$ cat config.mk
export PLATFORM = sky130hd
export DESIGN_NAME = spi_master_flat
export DESIGN_NICKNAME = d
export VERILOG_FILES = /design/src/rtl/spi_master_if.sv /design/src/rtl/spi_master.sv /design/src/flat_wrapper.sv
export SDC_FILE = /design/constraint.sdc
export NUM_CORES = 1
export LEC_CHECK = 0
export BUFFER_PORTS_ARGS = -buffer_cell sky130_fd_sc_hd__buf_4
export CAP_MARGIN = 0
export CORE_MARGIN = 2
export CORE_UTILIZATION = 50
export DETAILED_ROUTE_END_ITERATION = 12
export PLACE_DENSITY = 0.74
export REMOVE_ABC_BUFFERS = 1
export SLEW_MARGIN = 10
export SYNTH_ARGS = -nofsm -noshare
export SYNTH_HDL_FRONTEND = slang
export SYNTH_SLANG_ARGS = --single-unit
export TNS_END_PERCENT = 30
$ cat constraint.sdc
create_clock -name clk -period 3.9 [get_ports clk]
set_input_delay 0 -clock clk [delete_from_list [all_inputs] [get_ports clk]]
set_output_delay 0 -clock clk [all_outputs]
set_load 0.01 [all_outputs]
$ cat src/rtl/spi_master_if.sv
// Control-side handshake bundle for spi_master: request/address/data in,
// read data and status back out.
interface spi_master_if;
    logic       start;
    logic [6:0] addr;
    logic       rw;
    logic [7:0] wdata;
    logic [7:0] rdata;
    logic       busy;
    logic       done;

    modport master (
        output start, addr, rw, wdata,
        input  rdata, busy, done
    );

    modport slave (
        input  start, addr, rw, wdata,
        output rdata, busy, done
    );
endinterface

$ cat src/rtl/spi_master.sv
// SPI initiator for one 16-bit frame: {addr[6:0], rw, data[7:0]}, MSB first,
// SCLK idles low, MOSI changes after SCLK fall, MISO sampled on SCLK rise.
module spi_master #(
    parameter int CLKS_PER_HALF = 5
) (
    input  logic         clk,
    input  logic         reset,
    spi_master_if.slave  bus,
    output logic         sclk_pin,
    output logic         cs_pin,
    output logic         mosi_pin,
    input  logic         miso_pin
);

    localparam int CW = $clog2(CLKS_PER_HALF) + 1;
    localparam logic [CW-1:0] HALF_M1 = CW'(CLKS_PER_HALF - 1);

    typedef enum logic [2:0] {
        IDLE,
        LEAD,
        HIGH,
        LOW,
        TRAIL,
        GAP
    } state_e;

    state_e         state_q, state_d;
    logic [CW-1:0]  cnt_q, cnt_d;
    logic [4:0]     bitCnt_q, bitCnt_d;
    logic [14:0]    txShift_q, txShift_d;
    logic [7:0]     rxShift_q, rxShift_d;
    logic           rw_q, rw_d;
    logic [7:0]     rdata_q, rdata_d;
    logic           busy_q, busy_d;
    logic           done_q, done_d;
    logic           sclk_q, sclk_d;
    logic           cs_q, cs_d;
    logic           mosi_q, mosi_d;

    logic [15:0]    txFrame;
    logic           halfDone;

    assign txFrame  = {bus.addr, bus.rw, bus.rw ? 8'h00 : bus.wdata};
    assign halfDone = (cnt_q == '0);

    always_ff @(posedge clk) begin
        if (reset) begin
            state_q   <= IDLE;
            cnt_q     <= '0;
            bitCnt_q  <= '0;
            txShift_q <= '0;
            rxShift_q <= '0;
            rw_q      <= 1'b0;
            rdata_q   <= '0;
            busy_q    <= 1'b0;
            done_q    <= 1'b0;
            sclk_q    <= 1'b0;
            cs_q      <= 1'b1;
            mosi_q    <= 1'b0;
        end else begin
            state_q   <= state_d;
            cnt_q     <= cnt_d;
            bitCnt_q  <= bitCnt_d;
            txShift_q <= txShift_d;
            rxShift_q <= rxShift_d;
            rw_q      <= rw_d;
            rdata_q   <= rdata_d;
            busy_q    <= busy_d;
            done_q    <= done_d;
            sclk_q    <= sclk_d;
            cs_q      <= cs_d;
            mosi_q    <= mosi_d;
        end
    end

    // Every non-idle state lasts exactly one SCLK half-period; the counter
    // is reloaded on each state change and the state ends when it hits zero.
    always_comb begin
        state_d   = state_q;
        cnt_d     = cnt_q - CW'(1);
        bitCnt_d  = bitCnt_q;
        txShift_d = txShift_q;
        rxShift_d = rxShift_q;
        rw_d      = rw_q;
        rdata_d   = rdata_q;
        busy_d    = busy_q;
        done_d    = 1'b0;
        sclk_d    = sclk_q;
        cs_d      = cs_q;
        mosi_d    = mosi_q;

        unique case (state_q)
            IDLE: begin
                cnt_d = cnt_q;
                if (bus.start) begin
                    txShift_d = txFrame[14:0];
                    rw_d      = bus.rw;
                    cs_d      = 1'b0;
                    mosi_d    = txFrame[15];
                    busy_d    = 1'b1;
                    cnt_d     = HALF_M1;
                    bitCnt_d  = '0;
                    state_d   = LEAD;
                end
            end
            LEAD, LOW: begin
                if (halfDone) begin
                    sclk_d    = 1'b1;
                    rxShift_d = {rxShift_q[6:0], miso_pin};
                    cnt_d     = HALF_M1;
                    state_d   = HIGH;
                end
            end
            HIGH: begin
                if (halfDone) begin
                    sclk_d   = 1'b0;
                    bitCnt_d = bitCnt_q + 5'd1;
                    cnt_d    = HALF_M1;
                    if (bitCnt_q == 5'd15) begin
                        state_d = TRAIL;
                    end else begin
                        mosi_d    = txShift_q[14];
                        txShift_d = {txShift_q[13:0], 1'b0};
                        state_d   = LOW;
                    end
                end
            end
            TRAIL: begin
                if (halfDone) begin
                    cs_d    = 1'b1;
                    mosi_d  = 1'b0;
                    cnt_d   = HALF_M1;
                    state_d = GAP;
                end
            end
            GAP: begin
                if (halfDone) begin
                    done_d  = 1'b1;
                    busy_d  = 1'b0;
                    if (rw_q) begin
                        rdata_d = rxShift_q;
                    end
                    state_d = IDLE;
                end
            end
            default: begin
                state_d = IDLE;
            end
        endcase
    end

    assign bus.rdata = rdata_q;
    assign bus.busy  = busy_q;
    assign bus.done  = done_q;
    assign sclk_pin  = sclk_q;
    assign cs_pin    = cs_q;
    assign mosi_pin  = mosi_q;

endmodule

$ cat src/flat_wrapper.sv
// flat-port wrapper written by rule: the top's interface ports become plain ports
module spi_master_flat 
#(
    parameter int CLKS_PER_HALF = 5
)
  (clk, reset, sclk_pin, cs_pin, mosi_pin, miso_pin, bus_start, bus_addr, bus_rw, bus_wdata, bus_rdata, bus_busy, bus_done);
  spi_master_if bus_i ();
  input  logic clk;
  input  logic reset;
  output logic sclk_pin;
  output logic cs_pin;
  output logic mosi_pin;
  input  logic miso_pin;
  input wire logic [$bits(bus_i.start)-1:0] bus_start;
  input wire logic [$bits(bus_i.addr)-1:0] bus_addr;
  input wire logic [$bits(bus_i.rw)-1:0] bus_rw;
  input wire logic [$bits(bus_i.wdata)-1:0] bus_wdata;
  output wire logic [$bits(bus_i.rdata)-1:0] bus_rdata;
  output wire logic [$bits(bus_i.busy)-1:0] bus_busy;
  output wire logic [$bits(bus_i.done)-1:0] bus_done;
  assign bus_i.start = bus_start;
  assign bus_i.addr = bus_addr;
  assign bus_i.rw = bus_rw;
  assign bus_i.wdata = bus_wdata;
  assign bus_rdata = bus_i.rdata;
  assign bus_busy = bus_i.busy;
  assign bus_done = bus_i.done;
  spi_master #(.CLKS_PER_HALF(CLKS_PER_HALF)) u_core (.clk(clk), .reset(reset), .bus(bus_i), .sclk_pin(sclk_pin), .cs_pin(cs_pin), .mosi_pin(mosi_pin), .miso_pin(miso_pin));
endmodule
; Word-level counts from Yosys, hierarchy flattened
; Cells that the tools add are included.
[word_totals]
register_bits = 49
input_bits = 20
out_inout_bits = 13
word_cells = 77
[op_classes]
add_sub_neg = 2
n_eq_ne = 12
mux = 30
bitwise_logic = 1
n_reduce_logical = 20
[op_table]
columns = cell, n
row1 = 15-bit two-way mux, 3
row2 = 15-bit case mux with 2 select lines, 1
row3 = 3-bit two-way mux, 6
row4 = 3-bit case mux with 5 select lines, 1
row5 = 3-bit AND reduction, 5
row6 = 5-bit two-way mux, 2
row7 = 5-bit case mux with 2 select lines, 1
row8 = 5-bit AND reduction, 2
row9 = 1-bit two-way mux, 8
row10 = 4-bit two-way mux, 2
row11 = 8-bit two-way mux, 1
row12 = "2-bit by 1-bit inequality test with 1-bit output, second input constant", 4
row13 = 4-bit case mux with 2 select lines, 1
row14 = 2-bit nonzero test, 4
row15 = "3-bit by 2-bit == test with 1-bit output, second input constant", 2
row16 = "3-bit == test, second input constant", 2
row17 = 1-bit case mux with 2 select lines, 3
row18 = "5-bit by 1-bit adder with 5-bit output, second input constant", 1
row19 = "5-bit by 4-bit == test with 1-bit output, second input constant", 1
row20 = 4-bit logical NOT, 1
row21 = "2-bit inequality test, second input constant", 2
row22 = 2-bit AND reduction, 2
row23 = 4-bit AND reduction, 1
row24 = 2-bit OR reduction, 2
row25 = other kinds (7), 7

; Depth between registers and ports, before layout
; Gate-level depths: netlist of run 1.
[depth]
ltp_word = 4
ltp_mapped = 8
ltp_nobuf = 6

; Worst setup path before layout of run 1
; No wires, ideal clock.
[synth_path]
path_kind = register -> register
startpoint = reg u_core.bitCnt_q[0]
endpoint = reg u_core.txShift_q[5]
setup_time_ns = 0.124
arrival_time_ns = 1.570
required_ns = 3.776
setup_slack_ns = 2.206
stages_incl_launch_ff = 9
path_cell_list = dfxtp_1 ha_1 and3_1 ha_1 o21ai_4 and2_4 buf_6 buf_12 a211oi_2
[synth_between]
elab_chain_len = 3
[synth_lines]
columns = element, line
row1 = from (decl), spi_master.sv:29  ; logic [4:0] bitCnt_q, bitCnt_d;
row2 = from (signal assigned), spi_master.sv:63  ; bitCnt_q <= bitCnt_d;
row3 = 5-bit by 4-bit == test with 1-bit output, spi_master.sv:119  ; if (bitCnt_q == 5'd15) begin
row4 = 2-bit inequality test (no line), --
row5 = 4-bit AND reduction (no line), --
row6 = to (signal assigned), spi_master.sv:64  ; txShift_q <= txShift_d;
row7 = to (decl), spi_master.sv:30  ; logic [14:0] txShift_q, txShift_d;
; No other way between the ends.
; A chain may end at the register's enable or synchronous reset.

; Worst setup path in the final report of run 1
[layout_path]
startpoint = reg u_core.cnt_q[0]
endpoint = reg u_core.rdata_q[6] (netlist: u_core.bus.rdata[6])
[layout_between]
elab_chain_len = 2
[layout_lines]
columns = element, line
row1 = from (decl), spi_master.sv:28  ; logic [CW-1:0] cnt_q, cnt_d;
row2 = from (signal assigned), spi_master.sv:62  ; cnt_q <= cnt_d;
row3 = 4-bit logical NOT, spi_master.sv:44  ; assign halfDone = (cnt_q == '0);
row4 = 3-bit AND reduction (no line), --
row5 = to (signal assigned), spi_master.sv:67  ; rdata_q <= rdata_d;
row6 = to (decl), spi_master.sv:33  ; logic [7:0] rdata_q, rdata_d;
; No other way between the ends.

==> results of run 1 <==
metrics by stage:
step / utilization / total power (uW)
6_report: 0.574 / 1400
3_3_place_gp: 0.543 / 1020
4_1_cts: 0.574 / 1410
5_1_grt: 0.574 / 1480
3_5_place_dp: 0.543 / 1030
2_1_floorplan: - / 917
timing repair:
item,in CTS,in global routing
buffers inserted,0,0
endpoints found under the hold margin,3,0
resized for setup,0,0
hold buffers,2,0
setup endpoints to repair,0,0
sequential cells by signal, summed over array words and instances, names as in the netlist:
register	cells
u_core.mosi_pin	1
u_core.cnt_q	4
u_core.cs_pin	1
u_core.txShift_q	15
u_core.rxShift_q	8
u_core.state_q	3
u_core.rw_q	1
u_core.sclk_pin	1
u_core.bus.done	1
u_core.bus.rdata	8
u_core.bus.busy	1
u_core.bitCnt_q	5
routing by layer:
layer  track usage  wire, um  vias up
li1              -         -      921
met1         0.230      1970      860
met2         0.295      2080       38
met3        0.0414       219        7
met4        0.0679        70        0
met5             0         0        -
cell usage after synthesis, types with 3 or more instances:
master | n | area (um2)
clkbuf_1 | 4 | 15.0
nor2_1 | 20 | 75.1
clkbuf_8 | 6 | 82.6
a211oi_1 | 10 | 75.1
buf_6 | 3 | 33.8
a211oi_2 | 10 | 125
a21oi_1 | 30 | 150
mux2i_1 | 17 | 170
o21ai_0 | 12 | 60.1
inv_1 | 4 | 15.0
nand2_1 | 18 | 67.6
ha_1 | 3 | 37.5
a22oi_1 | 7 | 52.6
dfxtp_1 | 49 | 981
nor2b_1 | 3 | 18.8
critical path: cells and delay by family (launching register included):
| kind | cells | cell delay [ns] |
|---|---|---|
| flip-flops | 1 | 0.33 |
| multiplexers | 1 | 0.27 |
| adder cells (fa/ha/maj) | 1 | 0.27 |
| AND/OR/NAND/NOR | 3 | 1.16 |
| buffers and inverters | 1 | 0.07 |
cell type report:
type / count / area (um2) / share of cell area
clock inverters: 2 / 37.5 / 0.0141
clock buffers: 6 / 82.6 / 0.0311
repair buffers: 36 / 275 / 0.104
multi-input cells: 170 / 1200 / 0.451
flip-flops and latches: 49 / 981 / 0.369
well taps: 54 / 67.6 / 0.0254
inverters: 4 / 15.0 / 0.00566
worst paths after layout:
| check | start | to | cells after the start |
|---|---|---|---|
| worst min-delay path | bus_start | u_core.cnt_q[2]$_SDFFE_PP0N_ | 3 |
| worst min register to register | u_core.bitCnt_q[4]$_SDFFE_PP0P_ | u_core.bitCnt_q[4]$_SDFFE_PP0P_ | 2 |
| worst max-delay path | u_core.cnt_q[0]$_SDFFE_PP0N_ | u_core.bus.rdata[6]$_SDFFE_PP0P_ | 6 |
| worst max register to register | u_core.cnt_q[0]$_SDFFE_PP0N_ | u_core.bus.rdata[6]$_SDFFE_PP0P_ | 6 |
power breakdown:
group          internal, uW  total (uW)  leakage (uW)  switching (uW)
Clock                   209         380     0.0000574             171
Combinational           170         398      0.000584             228
Sequential              564         621      0.000400            56.9
kinds of logic after synthesis:
| group | synth area share |
|---|---|
| adders and majority gates | 0.0158 |
| muxes | 0.0766 |
| buffers and inverters | 0.0808 |
| xor gates and xnor gates | 0.0148 |
| and+or+nand+nor | 0.167 |
| AOI/OAI and AO/OA | 0.231 |
| DFF | 0.414 |
==> impl_metrics.ini, run 1 <==
[status]
status = finished clean

[timing]
clock.fmax_mhz = 452
period_needed_ns = 2.21
drv_slew = 0
hold_viol_final = 0
setup_viol = 0
rsz0062_at_grt = no
fin_crit_sh = 0.568
worst_slack_ns = 1.69
slew_headroom = 0.483
fin_worst_skew_ns = 0.00200
fin_setup_tns_ns = 0
tightest_slew_ns = 0.774
hold_ws_ns = 0.0414

[clocking]
clk_path_buf_depth = 2
clk_pin_slew_worst_paths_ns = 0.09
insertion_delay_ns = 0.30
cts_inserted_buffers = 5
clock_sinks = 49
root_buffer = clkbuf_8
h-tree-depth = 2
cts_tree = yes

[finish]
layout_commonest_cell = dfxtp_1
mostFrequentLayoutCells = dfxtp_1 (49), buf_4 (34), a21oi_1 (30)
layoutNonFillerInstCount = 321
drive_above_1_share = 0.247
nFillCells = 439
syn2layout_area_growth_pct = 12.1
fin_nets = 289
n_antenna_cell = 0
stdcell_area_mm2 = 0.00266

[detailed_routing]
avgRoutedWirePerCell_um = 13.5
wirelength_mm = 4.34
postRouteAntennaNets = 0
num_vias = 1826
drc = 0
dr.pass1.iters = 4
drt_iter0_markers = 92
via_per_inst = 5.69

[global_route]
grt_pass1_vias = 1710
grt_usage = 0.180
grt_pass1_wl_mm = 7.62
antenna_found_initial = 0
grt_max_degree = 50
grt-ovfl-total = 0

[floorplanning]
io_pins = 33
initial_core_util = 0.512
core_mm2 = 0.00463
die_h_um = 72.8
placementRows = 25
fp.dieW_um = 72.8
die_area_mm2 = 0.00530

[worst_setup_path]
required_ns = 4.08
crit_chain = inv_1, ha_1, nor3b_2, nand4_2, mux2i_1, nor2_1
path_class = flip-flop to flip-flop
path_max_fanout = 12
crit_arrival_ns = 2.39
endpoint_kind = flip-flop
crit_path_top_delay_cell = nor3b_2
rrSetupSlack_ns = 1.69
slowest_delay_ns = 0.66
cp-start-kind = flip-flop

[place]
dpl.hpwl_mm = 2.88
dp_slack_ns = 1.70
place_area_mm2 = 0.00251
gp_congestion = 0.782
io_buffers = 32
dp_cells = 311

[min_path]
hold_class = input pin to flip-flop

[synth]
synth-edff-count = 0
avgSynthCellArea_um2 = 9.83
yosysSeqAreaShare = 0.414
netlist_area_mm2 = 0.00237
syn_inst = 241
async_flop_share = 0
yosysWarnings = 0
yosysUniqueCellTypes = 50
ys_ff_latch = 49
ys.flop_type = dfxtp_1

[power]
cellLeakagePower_uw = 0.00104
powerDensity_mw_per_mm2 = 527
ir_worst_vdd_v = 0.000336

[flow_run]
maxCapViolations = 0
(Power assumes the default switching activity.)
==> inputs of run 2 (changes only) <==
--- a/config.mk
+++ b/config.mk
@@ -10,7 +10,7 @@
 export CORE_MARGIN = 2
 export CORE_UTILIZATION = 50
 export DETAILED_ROUTE_END_ITERATION = 12
-export PLACE_DENSITY = 0.74
+export PLACE_DENSITY = 0.77
 export REMOVE_ABC_BUFFERS = 1
 export SLEW_MARGIN = 10
 export SYNTH_ARGS = -nofsm -noshare
==> constraint.sdc (replaced) <==
create_clock -name clk -period 2 [get_ports clk]
set_input_delay 0 -clock clk [delete_from_list [all_inputs] [get_ports clk]]
set_output_delay 0 -clock clk [all_outputs]
set_load 0.01 [all_outputs]
==> run 2 against run 1 <==
Via count rose by 3.1%. Worst setup slack got worse by 1.5 ns. Register-to-register slack got worse by 1.5 ns. Cell area rose by 1.3%. Final cell count rose by 2.8%. Critical path type unchanged.
==> impl_metrics.ini, run 2 (synthesis gave the netlist of run 1 again) <==
[finish]
nFillCells = 433
drive_above_1_share = 0.268
layout_commonest_cell = dfxtp_1
utilization = 0.581
largest_register_ffs = 15
layoutNonFillerInstCount = 330
n_antenna_cell = 0
largest_register = u_core.txShift_q
fin_nets = 298
mostFrequentLayoutCells = dfxtp_1 (49), buf_4 (43), a21oi_1 (30)
syn2layout_area_growth_pct = 13.5

[timing]
setup_viol = 0
slew_headroom = 0.624
rsz0062_at_grt = no
fin_crit_sh = 0.910
period_needed_ns = 1.82
tightest_slew_ns = 0.564
fin_worst_skew_ns = 0.00394
fin_setup_tns_ns = 0
clock.fmax_mhz = 550
drv_slew = 0
hold_viol_final = 0

[worst_setup_path]
ff2ff_path_depth = 5
path_max_fanout = 4
required_ns = 2.19
rrSetupSlack_ns = 0.18
startpoint = u_core.bitCnt_q[0]$_SDFFE_PP0P_
endpoint_kind = flip-flop
cp-start-kind = flip-flop
r2r_end = u_core.mosi_pin$_SDFFE_PP0P_
crit_arrival_ns = 2.01
path_class = flip-flop to flip-flop
r2r-start = u_core.bitCnt_q[0]$_SDFFE_PP0P_

[detailed_routing]
top_layer_used = met4
wl_met2_mm = 2.22
via_per_inst = 5.71
drc = 0
postRouteAntennaNets = 0
avgRoutedWirePerCell_um = 14.4
dr.pass1.iters = 4
drt_iter0_markers = 103
wirelength_mm = 4.76
num_vias = 1883
wl_met1_mm = 2.23
met3_length_um = 231

[status]
status = finished clean

[clocking]
insertion_delay_ns = 0.30
postCtsSetupRepairBufs = 0
post_cts_resize_count = 0
cts_tree = yes
cts_inserted_buffers = 5
clk_pin_slew_worst_paths_ns = 0.09
clock_sinks = 49
root_buffer = clkbuf_8
cts_hold_buf = 2
h-tree-depth = 2
clk_path_buf_depth = 2

[floorplanning]
die_h_um = 72.8
io_pins = 33
initial_core_util = 0.512
fp.dieW_um = 72.8
die_area_mm2 = 0.00530
placementRows = 25
core_mm2 = 0.00463

[flow_run]
maxCapViolations = 0

[global_route]
grt-ovfl-total = 0
grt_max_degree = 50
grt_pass1_wl_mm = 8.20
grt_pass1_vias = 1760
grt_usage = 0.197
antenna_found_initial = 0

[place]
io_buffers = 32
dpl.hpwl_mm = 3.24
gp_congestion = 0.844
dp_cells = 320

[min_path]
hold_depth = 3
hold_end = u_core.txShift_q[14]$_SDFFE_PP0P_
hp-start = bus_addr[5]
hold_class = input pin to flip-flop

[power]
cellLeakagePower_uw = 0.00107
powerDensity_mw_per_mm2 = 986
power_uw = 2650
ir_worst_vdd_v = 0.000538
## run 2: changes by cell type in the layout (fill, tap and decap cells not counted)
cell | previous run | this run
clkbuf_1 | 0 | 1
bufinv_16 | 1 | 0
buf_4 | 34 | 43
clkbuf_8 | 6 | 5
clkinv_2 | 0 | 1
inv_6 | 0 | 1
clkinvlp_4 | 1 | 0
## run 2: worst max path at each step
stage,to,slack [ns],depth (start not counted)
finish,u_core.mosi_pin$_SDFFE_PP0P_,0.18,5
global route,u_core.cnt_q[3]$_SDFFE_PP0N_,0.06,7
CTS,u_core.mosi_pin$_SDFFE_PP0P_,0.16,5
detailed placement,u_core.mosi_pin$_SDFFE_PP0P_,0.18,5
global placement,u_core.mosi_pin$_SDFFE_PP0P_,0.19,5
floorplan,u_core.txShift_q[14]$_SDFFE_PP0P_,-0.03,4
## run 2: report_power, final
group          leakage (uW)  switching [uW]  total [uW]  internal, uW
sequential         0.000400             114        1210          1100
clock             0.0000456             331         581           250
combinational      0.000629             470         858           388
total               0.00107             915        2650          1740
## run 2: worst max-delay path, stage by stage, from the launching register on
cell and delay (ns):
dfxtp_1 0.35, ha_1 0.22, and3_1 0.19, ha_1 0.25
o31ai_1 0.34, mux2_2 0.38
## run 2: stage by stage
stage / cell area (um2) / hold WS [ns] / setup slack, ns
4_1_cts: 2690 / 0.0394 / 0.158
5_1_grt: 2690 / 0.0717 / 0.0582
6_report: 2690 / 0.0441 / 0.180
2_1_floorplan: 2190 / 0.0646 / -0.0292
3_5_place_dp: 2580 / 0.267 / 0.175
3_3_place_gp: 2580 / 0.260 / 0.189
## run 2: metal layers
metal  global-route usage  vias to the layer above
li1                     -                      938
met1                0.262                      886
met2                0.310                       51
met3               0.0483                        8
met4               0.0720                        0
met5                    0                        -
## run 2: layout make-up
type	count	area [um2]	area share
Timing Repair Buffer	45	343	0.128
Multi-Input combinational cell	170	1200	0.445
Clock buffer	6	72.6	0.0270
Sequential cell	49	981	0.365
Clock inverter	2	13.8	0.00512
Tap cell	54	67.6	0.0251
Inverter	4	15.0	0.00558
==> inputs of run 3 (changes only) <==
--- a/config.mk
+++ b/config.mk
@@ -7,8 +7,10 @@
 export LEC_CHECK = 0
 export BUFFER_PORTS_ARGS = -buffer_cell sky130_fd_sc_hd__buf_4
 export CAP_MARGIN = 0
+export CELL_PAD_IN_SITES_DETAIL_PLACEMENT = 1
+export CELL_PAD_IN_SITES_GLOBAL_PLACEMENT = 2
 export CORE_MARGIN = 2
-export CORE_UTILIZATION = 50
+export CORE_UTILIZATION = 32
 export DETAILED_ROUTE_END_ITERATION = 12
 export PLACE_DENSITY = 0.77
 export REMOVE_ABC_BUFFERS = 1
==> constraint.sdc (replaced) <==
create_clock -name clk -period 2 [get_ports clk]
set_input_delay 0.4 -clock clk [delete_from_list [all_inputs] [get_ports clk]]
set_output_delay 0.4 -clock clk [all_outputs]
set_load 0.01 [all_outputs]
==> run 3 against run 2 <==
Clock skew rose by 0.0013 ns. Worst setup slack improved by 0.030 ns. Fmax rose by 1.7%. Final cell count rose by 13%. Routed wire length rose by 15%. Power rose by 8.1%. Sequential power barely moved. Via count fell by 1.1%.
==> impl_metrics.ini, run 3 (synthesis gave the netlist of run 1 again) <==
[floorplanning]
die_h_um = 90.0
placementRows = 31
initial_core_util = 0.328
io_pins = 33
fp.dieW_um = 90.0
core_mm2 = 0.00721
die_area_mm2 = 0.00811

[timing]
drv_slew = 0
fin_crit_sh = 0.895
period_needed_ns = 1.79
hold_viol_final = 0
hold_ws_ns = 0.344
fin_worst_skew_ns = 0.00525
tightest_slew_ns = 0.458
clock.fmax_mhz = 559
rsz0062_at_grt = no
setup_viol = 0
slew_headroom = 0.694

[power]
cellLeakagePower_uw = 0.00109
switching_share = 0.332
p_clk_frac = 0.264
p_sw_uw = 952
p_int_uw = 1920
p_seq_frac = 0.422
combPwrFrac = 0.314
powerDensity_mw_per_mm2 = 1030
ir_worst_vdd_v = 0.000453
power_uw = 2870

[worst_setup_path]
slowest_delay_ns = 0.37
r2r-start = u_core.bitCnt_q[0]$_SDFFE_PP0P_
r2r_end = u_core.mosi_pin$_SDFFE_PP0P_
critPathBufInv = 0
path_delay_family = adder cells
crit_path_top_delay_cell = mux2_2
path_max_fanout = 4
crit_chain = ha_1, and3_1, ha_1, o31ai_1, mux2_2
crit_path_frequent_cell = ha_1
endpoint_kind = flip-flop
ff2ff_path_depth = 5
rrSetupSlack_ns = 0.21
crit_arrival_ns = 1.99
required_ns = 2.20
path_class = flip-flop to flip-flop
cp-start-kind = flip-flop

[flow_run]
maxCapViolations = 0

[finish]
largest_register_ffs = 15
largest_register = u_core.txShift_q
syn2layout_area_growth_pct = 17.2
fin_nets = 297
layout_commonest_cell = dfxtp_1
n_antenna_cell = 0
drive_above_1_share = 0.273
stdcell_area_mm2 = 0.00278
mostFrequentLayoutCells = dfxtp_1 (49), buf_4 (43), a21oi_1 (30)

[min_path]
hold_depth = 3
hp-start = miso_pin
hold_class = input pin to flip-flop
hold_end = u_core.rxShift_q[0]$_SDFFE_PP0P_

[clocking]
cts_hold_buf = 0
h-tree-depth = 2
postCtsSetupRepairBufs = 0
insertion_delay_ns = 0.30
clock_sinks = 49
cts_tree = yes
clk_pin_slew_worst_paths_ns = 0.09
cts_inserted_buffers = 5
clk_path_buf_depth = 2
post_cts_resize_count = 0
root_buffer = clkbuf_8

[detailed_routing]
avgRoutedWirePerCell_um = 14.6
drt_iter0_markers = 96
via_per_inst = 4.98
drc = 0
wirelength_mm = 5.45
postRouteAntennaNets = 0
num_vias = 1863
dr.pass1.iters = 4

[global_route]
grt-ovfl-total = 0
grt_max_degree = 39
grt_pass1_wl_mm = 9.33
antenna_found_initial = 0
grt_pass1_vias = 1899
grt_usage = 0.138

[place]
dpl.hpwl_mm = 3.69
io_buffers = 32
gp_congestion = 0.768
place_area_mm2 = 0.00266

[status]
status = finished clean
[run 3: cell types whose count changed in the layout (fill, tap and decap cells not counted), sizes merged]
| cell | change |
|---|---|
| clkinv | -1 |
| clkbuf | +1 |
| dlygate4sd3 | -2 |
| bufinv | +1 |
| inv | -1 |
| buf | +1 |
[run 3: worst min-delay path, stage by stage]
cell and delay [ns]:
buf_4 0.11, nand2_1 0.05, a21oi_1 0.05
[run 3: power groups by stage]
stage	clock, uW	sequential (uW)	combinational (uW)
after floorplan	0	1240	547
after global placement	0	1230	898
after detailed placement	0	1230	911
after CTS	780	1210	916
after global routing	822	1230	1000
final	756	1210	902
[run 3: how the worst max path moves through the flow]
stage          cells past startpoint                       startpoint  slack, ns                           endpoint
6_report                           5  u_core.bitCnt_q[0]$_SDFFE_PP0P_       0.21       u_core.mosi_pin$_SDFFE_PP0P_
5_1_grt                            7     u_core.cnt_q[0]$_SDFFE_PP0N_       0.01   u_core.bus.rdata[4]$_SDFFE_PP0P_
4_1_cts                            7     u_core.cnt_q[0]$_SDFFE_PP0N_       0.18   u_core.bus.rdata[0]$_SDFFE_PP0P_
3_5_place_dp                       7     u_core.cnt_q[0]$_SDFFE_PP0N_       0.21   u_core.bus.rdata[0]$_SDFFE_PP0P_
3_3_place_gp                       7     u_core.cnt_q[0]$_SDFFE_PP0N_       0.25   u_core.bus.rdata[2]$_SDFFE_PP0P_
2_1_floorplan                      4   u_core.state_q[1]$_SDFFE_PP0P_      -0.03  u_core.txShift_q[14]$_SDFFE_PP0P_
[run 3: per-stage QoR]
step / TNS, ns / instances / utilization / setup slack (ns)
detailed placement: 0 / 366 / 0.369 / 0.214
global route: 0 / 374 / 0.385 / 0.0140
finish: 0 / 374 / 0.385 / 0.211
floorplan: -0.344 / 223 / - / -0.0292
global placement: 0 / 366 / 0.369 / 0.248
CTS: 0 / 374 / 0.385 / 0.177
[run 3: layer usage]
layer	share of wire	track usage	wire length, um
met5	0	0	0
met4	0.0088	0.0385	48
met3	0.043	0.0302	235
met2	0.46	0.221	2520
met1	0.48	0.188	2640
[run 3: area by class of cell]
type | instances | area, um2
clock inverter | 1 | 30.0
clock buffer | 7 | 86.3
fill | 867 | 4440
tap | 99 | 124
inverter | 4 | 15.0
timing repair buffer | 44 | 343
multi-input combinational | 170 | 1200
sequential | 49 | 981
